`src/rtl/seq_gen_pkg.sv`:
```
// Shared types and constants for the seq_gen serial pattern transmitter.
// The optional LFSR background fill is enabled with SEQ_GEN_LFSR_FILL_EN.
package seq_gen_pkg;

    typedef enum logic [1:0] {
        ST_IDLE  = 2'd0,
        ST_SHIFT = 2'd1,
        ST_GAP   = 2'd2
    } state_e;

    localparam int          WORD_W_DEF = 8;
    localparam logic [15:0] LFSR_SEED  = 16'hACE1;
    // Fibonacci taps for x^16+x^14+x^13+x^11+1 on a right-shifting register.
    localparam logic [15:0] LFSR_TAPS  = 16'h002D;

endpackage

```
`src/rtl/seq_gen_lfsr.sv`:
```
// 16-bit Fibonacci LFSR with enable and synchronous reset to the package seed.
// Used only when SEQ_GEN_LFSR_FILL_EN is defined.
module seq_gen_lfsr
    import seq_gen_pkg::*;
(
    input  logic        clk,
    input  logic        rst,
    input  logic        en,
    output logic [15:0] q
);

    always_ff @(posedge clk) begin
        if (rst) begin
            q <= LFSR_SEED;
        end else if (en) begin
            q <= {^(q & LFSR_TAPS), q[15:1]};
        end
    end

endmodule

```
`src/rtl/seq_gen.sv`:
```
// Serial pattern transmitter: parallel words in over valid/ready, MSB-first bits out on x.
// Define SEQ_GEN_LFSR_FILL_EN to drive an LFSR background on x between payload words.
module seq_gen
    import seq_gen_pkg::*;
#(
    parameter int   WORD_W   = WORD_W_DEF,
    parameter int   LEN_W    = 4,
    parameter int   GAP      = 0,
    parameter logic IDLE_BIT = 1'b0
) (
    input  logic              clk,
    input  logic              tst,
    input  logic              in_valid,
    output logic              in_ready,
    input  logic [WORD_W-1:0] in_data,
    input  logic [LEN_W-1:0]  in_len,
    output logic              x,
    output logic              x_valid,
    output logic              busy,
    output logic              word_done,
    output state_e            dbg_state
);

    localparam logic [LEN_W-1:0] WORD_W_L = LEN_W'(WORD_W);
    localparam logic [LEN_W-1:0] ONE_L    = LEN_W'(1);
    localparam logic [7:0]       GAP_L    = 8'(GAP);

    state_e            state, state_n;
    logic [WORD_W-1:0] shreg, shreg_n;
    logic [LEN_W-1:0]  cnt, cnt_n;
    logic [7:0]        gap_cnt, gap_n;
    logic              x_q, x_n;
    logic              fill_bit;
    logic              accept;
    logic              last_bit;
    logic [LEN_W-1:0]  len_c;
    logic [WORD_W-1:0] aligned;

`ifdef SEQ_GEN_LFSR_FILL_EN
    logic [15:0] lfsr_q;

    seq_gen_lfsr u_lfsr (
        .clk (clk),
        .rst (tst),
        .en  (state_n != ST_SHIFT),
        .q   (lfsr_q)
    );

    assign fill_bit = lfsr_q[0];
`else
    assign fill_bit = IDLE_BIT;
`endif

    // Handshake: a word is taken on the rising edge where in_valid && in_ready;
    // in_ready never depends on in_valid, and in_data/in_len matter only at that edge.
    assign last_bit = (state == ST_SHIFT) && (cnt == ONE_L);
    assign in_ready = !tst && ((state == ST_IDLE) || (last_bit && (GAP == 0)));
    assign accept   = in_valid && in_ready;

    // Left-justify the payload so the first bit to send sits at the MSB.
    assign len_c   = (in_len > WORD_W_L) ? WORD_W_L : in_len;
    assign aligned = in_data << (WORD_W_L - len_c);

    always_comb begin
        state_n = state;
        shreg_n = shreg;
        cnt_n   = cnt;
        gap_n   = gap_cnt;
        x_n     = fill_bit;
        if (accept && (len_c != '0)) begin
            state_n = ST_SHIFT;
            x_n     = aligned[WORD_W-1];
            shreg_n = aligned << 1;
            cnt_n   = len_c;
        end else begin
            case (state)
                ST_SHIFT: begin
                    if (cnt == ONE_L) begin
                        cnt_n = '0;
                        if (GAP > 0) begin
                            state_n = ST_GAP;
                            gap_n   = GAP_L;
                        end else begin
                            state_n = ST_IDLE;
                        end
                    end else begin
                        x_n     = shreg[WORD_W-1];
                        shreg_n = shreg << 1;
                        cnt_n   = cnt - ONE_L;
                    end
                end
                ST_GAP: begin
                    if (gap_cnt <= 8'd1) begin
                        state_n = ST_IDLE;
                        gap_n   = '0;
                    end else begin
                        gap_n = gap_cnt - 8'd1;
                    end
                end
                default: begin
                    state_n = ST_IDLE;
                end
            endcase
        end
    end

    always_ff @(posedge clk) begin
        if (tst) begin
            state   <= ST_IDLE;
            shreg   <= '0;
            cnt     <= '0;
            gap_cnt <= '0;
            x_q     <= IDLE_BIT;
        end else begin
            state   <= state_n;
            shreg   <= shreg_n;
            cnt     <= cnt_n;
            gap_cnt <= gap_n;
            x_q     <= x_n;
        end
    end

    assign x         = x_q;
    assign x_valid   = (state == ST_SHIFT);
    assign busy      = (state != ST_IDLE);
    assign word_done = last_bit && !tst;
    assign dbg_state = state;

endmodule
```
`config.mk`:
```
export PLATFORM = sky130hd
export DESIGN_NAME = seq_gen
export DESIGN_NICKNAME = d
export VERILOG_FILES = /design/src/rtl/seq_gen_pkg.sv /design/src/rtl/seq_gen_lfsr.sv /design/src/rtl/seq_gen.sv
export SDC_FILE = /design/constraint.sdc
export NUM_CORES = 1
export LEC_CHECK = 0
export BUFFER_PORTS_ARGS = -buffer_cell sky130_fd_sc_hd__buf_2
export CAP_MARGIN = 10
export CORE_MARGIN = 10
export CORE_UTILIZATION = 58
export CTS_CLUSTER_SIZE = 24
export DETAILED_ROUTE_END_ITERATION = 7
export GPL_ROUTABILITY_DRIVEN = 0
export PLACE_DENSITY = 0.87
export SKIP_LAST_GASP = 1
export SYNTH_ARGS = -nofsm -noshare
export SYNTH_HDL_FRONTEND = slang
export SYNTH_SLANG_ARGS = --single-unit
```
`constraint.sdc`:
```
create_clock -name clk -period 3.26 [get_ports clk]
set_input_delay 0.489 -clock clk [delete_from_list [all_inputs] [get_ports clk]]
set_output_delay 0.489 -clock clk [all_outputs]
set_load 0.05 [all_outputs]
```
==> flow_summary.toml, run 1 <==
[floorplanning]
pin_count = 22
die_area_um2 = 4080
initial_utilization_pct = 62.7
fp-row-count = 15
dieWidth_um = 63.9
core_um2 = 1780
die_y_um = 63.9

[logic_synthesis]
async_reset_ff_share_pct = 0
ys_ff_latch = 13
synthTopCellsByArea = "dfxtp_1 (23%), mux2i_1 (6.3%), mux4_1 (4.7%), nor2_1 (4.7%), ha_1 (3.4%)"
synth_seq_area_share_pct = 23.3
netlist_area_um2 = 1120
synth_flop_cell = "dfxtp_1"
yosys.cell_types.count = 53
synth_top_area_share_pct = 23.3
yosys_warnings = 0
synth-edff-count = 0
ys_top_cells_by_count = "nor2_1 (14), dfxtp_1 (13), nand2_1 (9)"
synth_top_cell_by_area = "dfxtp_1"
syn-mean-instance-area_um2 = 8.34
yosysMostFrequentCell = "nor2_1"
synthCells = 134
syn_nets = 152

[pwr]
power_frac_comb_pct = 38.1
powerDensity_nw_per_um2 = 392
sw_frac_of_total_pct = 38.1
clkPwrFrac_pct = 21.6
switchingPower_uw = 179
p_seq_share_pct = 40.3
peakVddDrop_uv = 262
p_int_uw = 291
leakagePower_nw = 0.513

[global_routing]
overflow = 0
track_usage_pct = 13.0
grt_pass1_vias = 969
grt_max_degree = 18
antenna_found_initial = 0
grt_pass1_wl_um = 4450

[worst_setup_path]
slowest_stage = "xnor2_1"
endpoint_kind = "flip-flop"
path_buf_inv = 3
critical_path.max_fanout = 12
crit_type = "input port to flip-flop"
slowest_delay_ps = 400
critical_path.top_delay_family = "simple AND/OR/NAND/NOR gates"
worstPathArrival_ps = 2820
crit_required_ps = 3440
cp-start-kind = "input port"
path_cells = "buf_2 -> and2b_1 -> inv_6 -> ha_1 -> inv_1 -> xnor2_1 -> mux4_2 -> nor2b_4 -> o31a_1"

[clock_network]
htreeDepth = 1
post_cts_buffers = 0
clk_path_buf_depth = 2
clock-sinks = 13
ctsResizeCount = 0
clk_pin_slew_ps = 80
clkLatencyLatePin_ps = 280
cts_tree = "built"
cts_hold_buf = 0
cts_buffers = 3
root_buffer = "clkbuf_4"

[sta]
grt_setup_unrepaired = "false"
fmax_mhz = 379
period_needed_ps = 2640
setup_viol = 0
slew_viol_final = 0
finClkSkew_ps = 4.25
hold_viol = 0
fin_crit_sh_pct = 80.9
tns_ps = 0

[routing]
vias = 1050
drt_pass1_iterations = 4
wire_per_inst_um = 16.4
viasPerCell = 6.14
met2WireLength_um = 1420
met3_length_um = 193
drtIter0Drc = 49
top_layer = "met4"
drcViolationCount = 0
final_antenna_net_count = 0
wirelength_um = 2800
drt-met1-wl_um = 1130

[final_layout]
ff_latch_area_um2 = 260
nFillCells = 145
final_net_count = 165
final_cells = 171
multiInputGateArea_um2 = 738
n_antenna_cell = 0
drive_gt1_share_pct = 23.3
area.growth.synth_to_final_pct = 7.06

[placement]
io_buffers = 20
dp_hpwl_um = 2190
post-place-cells = 167

[flow_run]
cap_violations = 0

[worst_hold_path]
hp-class = "flip-flop to flip-flop"

[run_status]
outcome = "finished clean"
## tightest hold or removal path: stages, from the launching register on
cell	delay [ps]
dfxtp_1	320
nor2_1	100
nor3_1	50
## cell families (layout without fill, tap and decap cells)
group	after synthesis	count (layout)	share of synthesized area (%)
AND/OR/NAND/NOR	46	46	22.6
AO/OA/AOI/OAI	38	38	25.2
buffers and inverters	21	33	10.6
flip-flops	13	13	23.3
multiplexers	10	10	13.0
adder cells (fa/ha/maj)	3	3	3.36
XOR/XNOR	2	2	1.57
other	1	1	0.336
## cell type report
type / count / area share [%]
tap: 25 / 2.62
timing repair buffer: 20 / 8.37
inverter: 9 / 3.24
clock inverter: 1 / 0.418
sequential: 13 / 21.8
clock buffer: 3 / 1.88
multi-input combinational: 100 / 61.7
## metrics by stage
step | util [%] | setup slack [ps] | area (µm²) | hold slack (ps) | power (mW)
2_1_floorplan | - | 656 | 1120 | 457 | 0.337
3_3_place_gp | 65.5 | 461 | 1170 | 479 | 0.362
3_5_place_dp | 65.5 | 355 | 1170 | 492 | 0.368
4_1_cts | 67.1 | 641 | 1200 | 504 | 0.468
5_1_grt | 67.1 | 475 | 1200 | 532 | 0.494
6_report | 67.1 | 622 | 1200 | 505 | 0.469
## per-layer routing
metal  vias up  global-route usage [%]
met5         -                       0
met3         8                    4.53
met2        41                    23.8
met1       493                    14.2
met4         0                    2.46
li1        508                       -
## final timing paths
check / start / to / slack (ps) / cells past startpoint
setup / recovery: in_len[3] / shreg[6] / 620 / 9
hold / removal: shreg[3] / shreg[4] / 510 / 2
setup reg to reg: cnt[0] / shreg[2] / 1190 / 6
hold reg to reg: shreg[3] / shreg[4] / 510 / 2
## power by group through the flow
| stage | Combinational, mW | Clock (mW) | Sequential (mW) |
|---|---|---|---|
| after floorplan | 0.140 | 0 | 0.197 |
| after detailed placement | 0.176 | 0 | 0.192 |
| after global routing | 0.194 | 0.109 | 0.192 |
| after CTS | 0.178 | 0.102 | 0.189 |
| final | 0.179 | 0.102 | 0.189 |
| after global placement | 0.171 | 0 | 0.191 |
## cells in the final DEF (no fill, tap or decap), types with 3 or more instances in the layout
master and instances:
ha_1 3, a21oi_1 7, nand2_1 9, a31oi_1 3, nand2b_1 3, o21ai_0 5
clkbuf_4 3, buf_2 20, mux2i_1 7, dfxtp_1 13, inv_1 8, nor2_1 14
nand3_1 3, nor3_1 4
## flip-flops by register name (all words and copies together), names as in the netlist
register / cells
dbg_state: 1
cnt: 4
x: 1
shreg: 7
No activity file was read; power rests on OpenSTA's default activity.
==> inputs of run 2 (changes only) <==
--- a/config.mk
+++ b/config.mk
@@ -8,11 +8,11 @@
 export BUFFER_PORTS_ARGS = -buffer_cell sky130_fd_sc_hd__buf_2
 export CAP_MARGIN = 10
 export CORE_MARGIN = 10
-export CORE_UTILIZATION = 58
+export CORE_UTILIZATION = 49
 export CTS_CLUSTER_SIZE = 24
 export DETAILED_ROUTE_END_ITERATION = 7
 export GPL_ROUTABILITY_DRIVEN = 0
-export PLACE_DENSITY = 0.87
+export PLACE_DENSITY = 0.79
 export SKIP_LAST_GASP = 1
 export SYNTH_ARGS = -nofsm -noshare
 export SYNTH_HDL_FRONTEND = slang
==> constraint.sdc (replaced) <==
create_clock -name clk -period 2.28 [get_ports clk]
set_input_delay 0.342 -clock clk [delete_from_list [all_inputs] [get_ports clk]]
set_output_delay 0.342 -clock clk [all_outputs]
set_load 0.05 [all_outputs]
==> flow_summary.toml, run 2 (synthesized netlist as in run 1, its figures left out) <==
[clock_network]
clk_path_buf_depth = 2
cts_hold_buf = 0
clk_pin_slew_ps = 80
cts_tree = "built"
clkLatencyLatePin_ps = 290
htreeDepth = 1
root_buffer = "clkbuf_4"
clock-sinks = 13
cts_buffers = 3

[pwr]
switchingPower_uw = 262
p_int_uw = 435
leakagePower_nw = 0.553
power_frac_comb_pct = 39.8
peakVddDrop_uv = 417
powerDensity_nw_per_um2 = 546
clkPwrFrac_pct = 21.4
p_seq_share_pct = 38.9
sw_frac_of_total_pct = 37.6

[final_layout]
largest_reg_flops = 7
top_register = "shreg"
layout_common_cells = "buf_2 (19), nor2_1 (13), dfxtp_1 (12), nand2_1 (9)"
drive_gt1_share_pct = 29.2
reg_top3 = "shreg (7), cnt (4)"
area.growth.synth_to_final_pct = 14.2
post-route-util_pct = 58.3
n_antenna_cell = 0
final_common_cell = "buf_2"
final_net_count = 173

[sta]
hold_viol = 0
grt_setup_unrepaired = "false"
setup_viol = 0
slew_viol_final = 0
tns_ps = 0
hold_ws_ps = 378
layout_setup_ws_ps = 149
fin_crit_sh_pct = 93.5
period_needed_ps = 2130
finClkSkew_ps = 7.30
fmax_mhz = 469

[routing]
final_antenna_net_count = 0
drtIter0Drc = 40
wirelength_um = 2950
viasPerCell = 5.98
drcViolationCount = 0
vias = 1088
wire_per_inst_um = 16.2
drt_pass1_iterations = 4

[flow_run]
cap_violations = 0

[global_routing]
antenna_found_initial = 0
overflow = 0
grt_pass1_vias = 1060
grt_max_degree = 18
track_usage_pct = 13.6
grt_pass1_wl_um = 4820

[floorplanning]
initial_utilization_pct = 51.0
dieWidth_um = 67.8
pin_count = 22
core_um2 = 2190
die_y_um = 67.8
fp-row-count = 17
die_area_um2 = 4590

[run_status]
outcome = "finished clean"

[placement]
io_buffers = 20
dp_hpwl_um = 2290
dp_worst_setup_slack_ps = 90.2

[worst_setup_path]
crit_required_ps = 1940
crit_type = "flip-flop to output pin"
critical_path.max_fanout = 8
endpoint_kind = "output pin"
cp-start-kind = "flip-flop"
worstPathArrival_ps = 1790

[worst_hold_path]
hp-class = "input port to flip-flop"
==> run 2: routing by layer <==
| layer | routed length, µm | up-vias | track usage (%) |
|---|---|---|---|
| met5 | 0 | - | 0 |
| met4 | 51 | 0 | 6.41 |
| met3 | 179 | 9 | 3.97 |
| met2 | 1530 | 33 | 23.6 |
| met1 | 1190 | 523 | 14.8 |
| li1 | - | 523 | - |
==> run 2: worst max-delay path: stages (launching register included) <==
cell     delay, ps
dfxtp_1        340
inv_1           80
ha_1           170
or3b_4         430
and2_4         210
nor2_2         100
buf_6          160
==> run 2: power groups by stage <==
stage	clock network, mW	logic, mW	registers (mW)
2_1_floorplan	0	0.201	0.281
4_1_cts	0.150	0.272	0.271
3_3_place_gp	0	0.260	0.273
5_1_grt	0.164	0.303	0.275
3_5_place_dp	0	0.269	0.275
6_report	0.149	0.277	0.271
==> run 2: layout make-up <==
| type | count | area [µm²] |
|---|---|---|
| repair buffers | 28 | 166 |
| flip-flops and latches | 13 | 262 |
| well taps | 28 | 35.0 |
| fillers | 206 | 915 |
| clock buffers | 4 | 26.3 |
| multi-input cells | 100 | 748 |
| inverters | 9 | 38.8 |
==> run 2: worst paths after layout <==
kind | start | to | slack (ps) | cells past startpoint
worst min register to register | shreg[7] | x | 510 | 2
worst max-delay path | cnt[1] | in_ready | 150 | 6
worst min-delay path | in_len[1] | x | 380 | 3
worst max register to register | cnt[1] | shreg[3] | 230 | 7
==> run 2: repair_timing <==
item | CTS | global route
resized for setup | 2 | 4
buffers inserted | 0 | 0
cloned | 0 | 0
endpoints found under the setup margin | 1 | 1
==> run 2: through the flow <==
| stage | instance area (µm²) | total power [mW] | std cells |
|---|---|---|---|
| after CTS | 1270 | 0.693 | 182 |
| after global routing | 1280 | 0.742 | 182 |
| after floorplan | 1120 | 0.482 | 134 |
| after detailed placement | 1240 | 0.544 | 178 |
| final | 1280 | 0.697 | 182 |
| after global placement | 1240 | 0.534 | 178 |
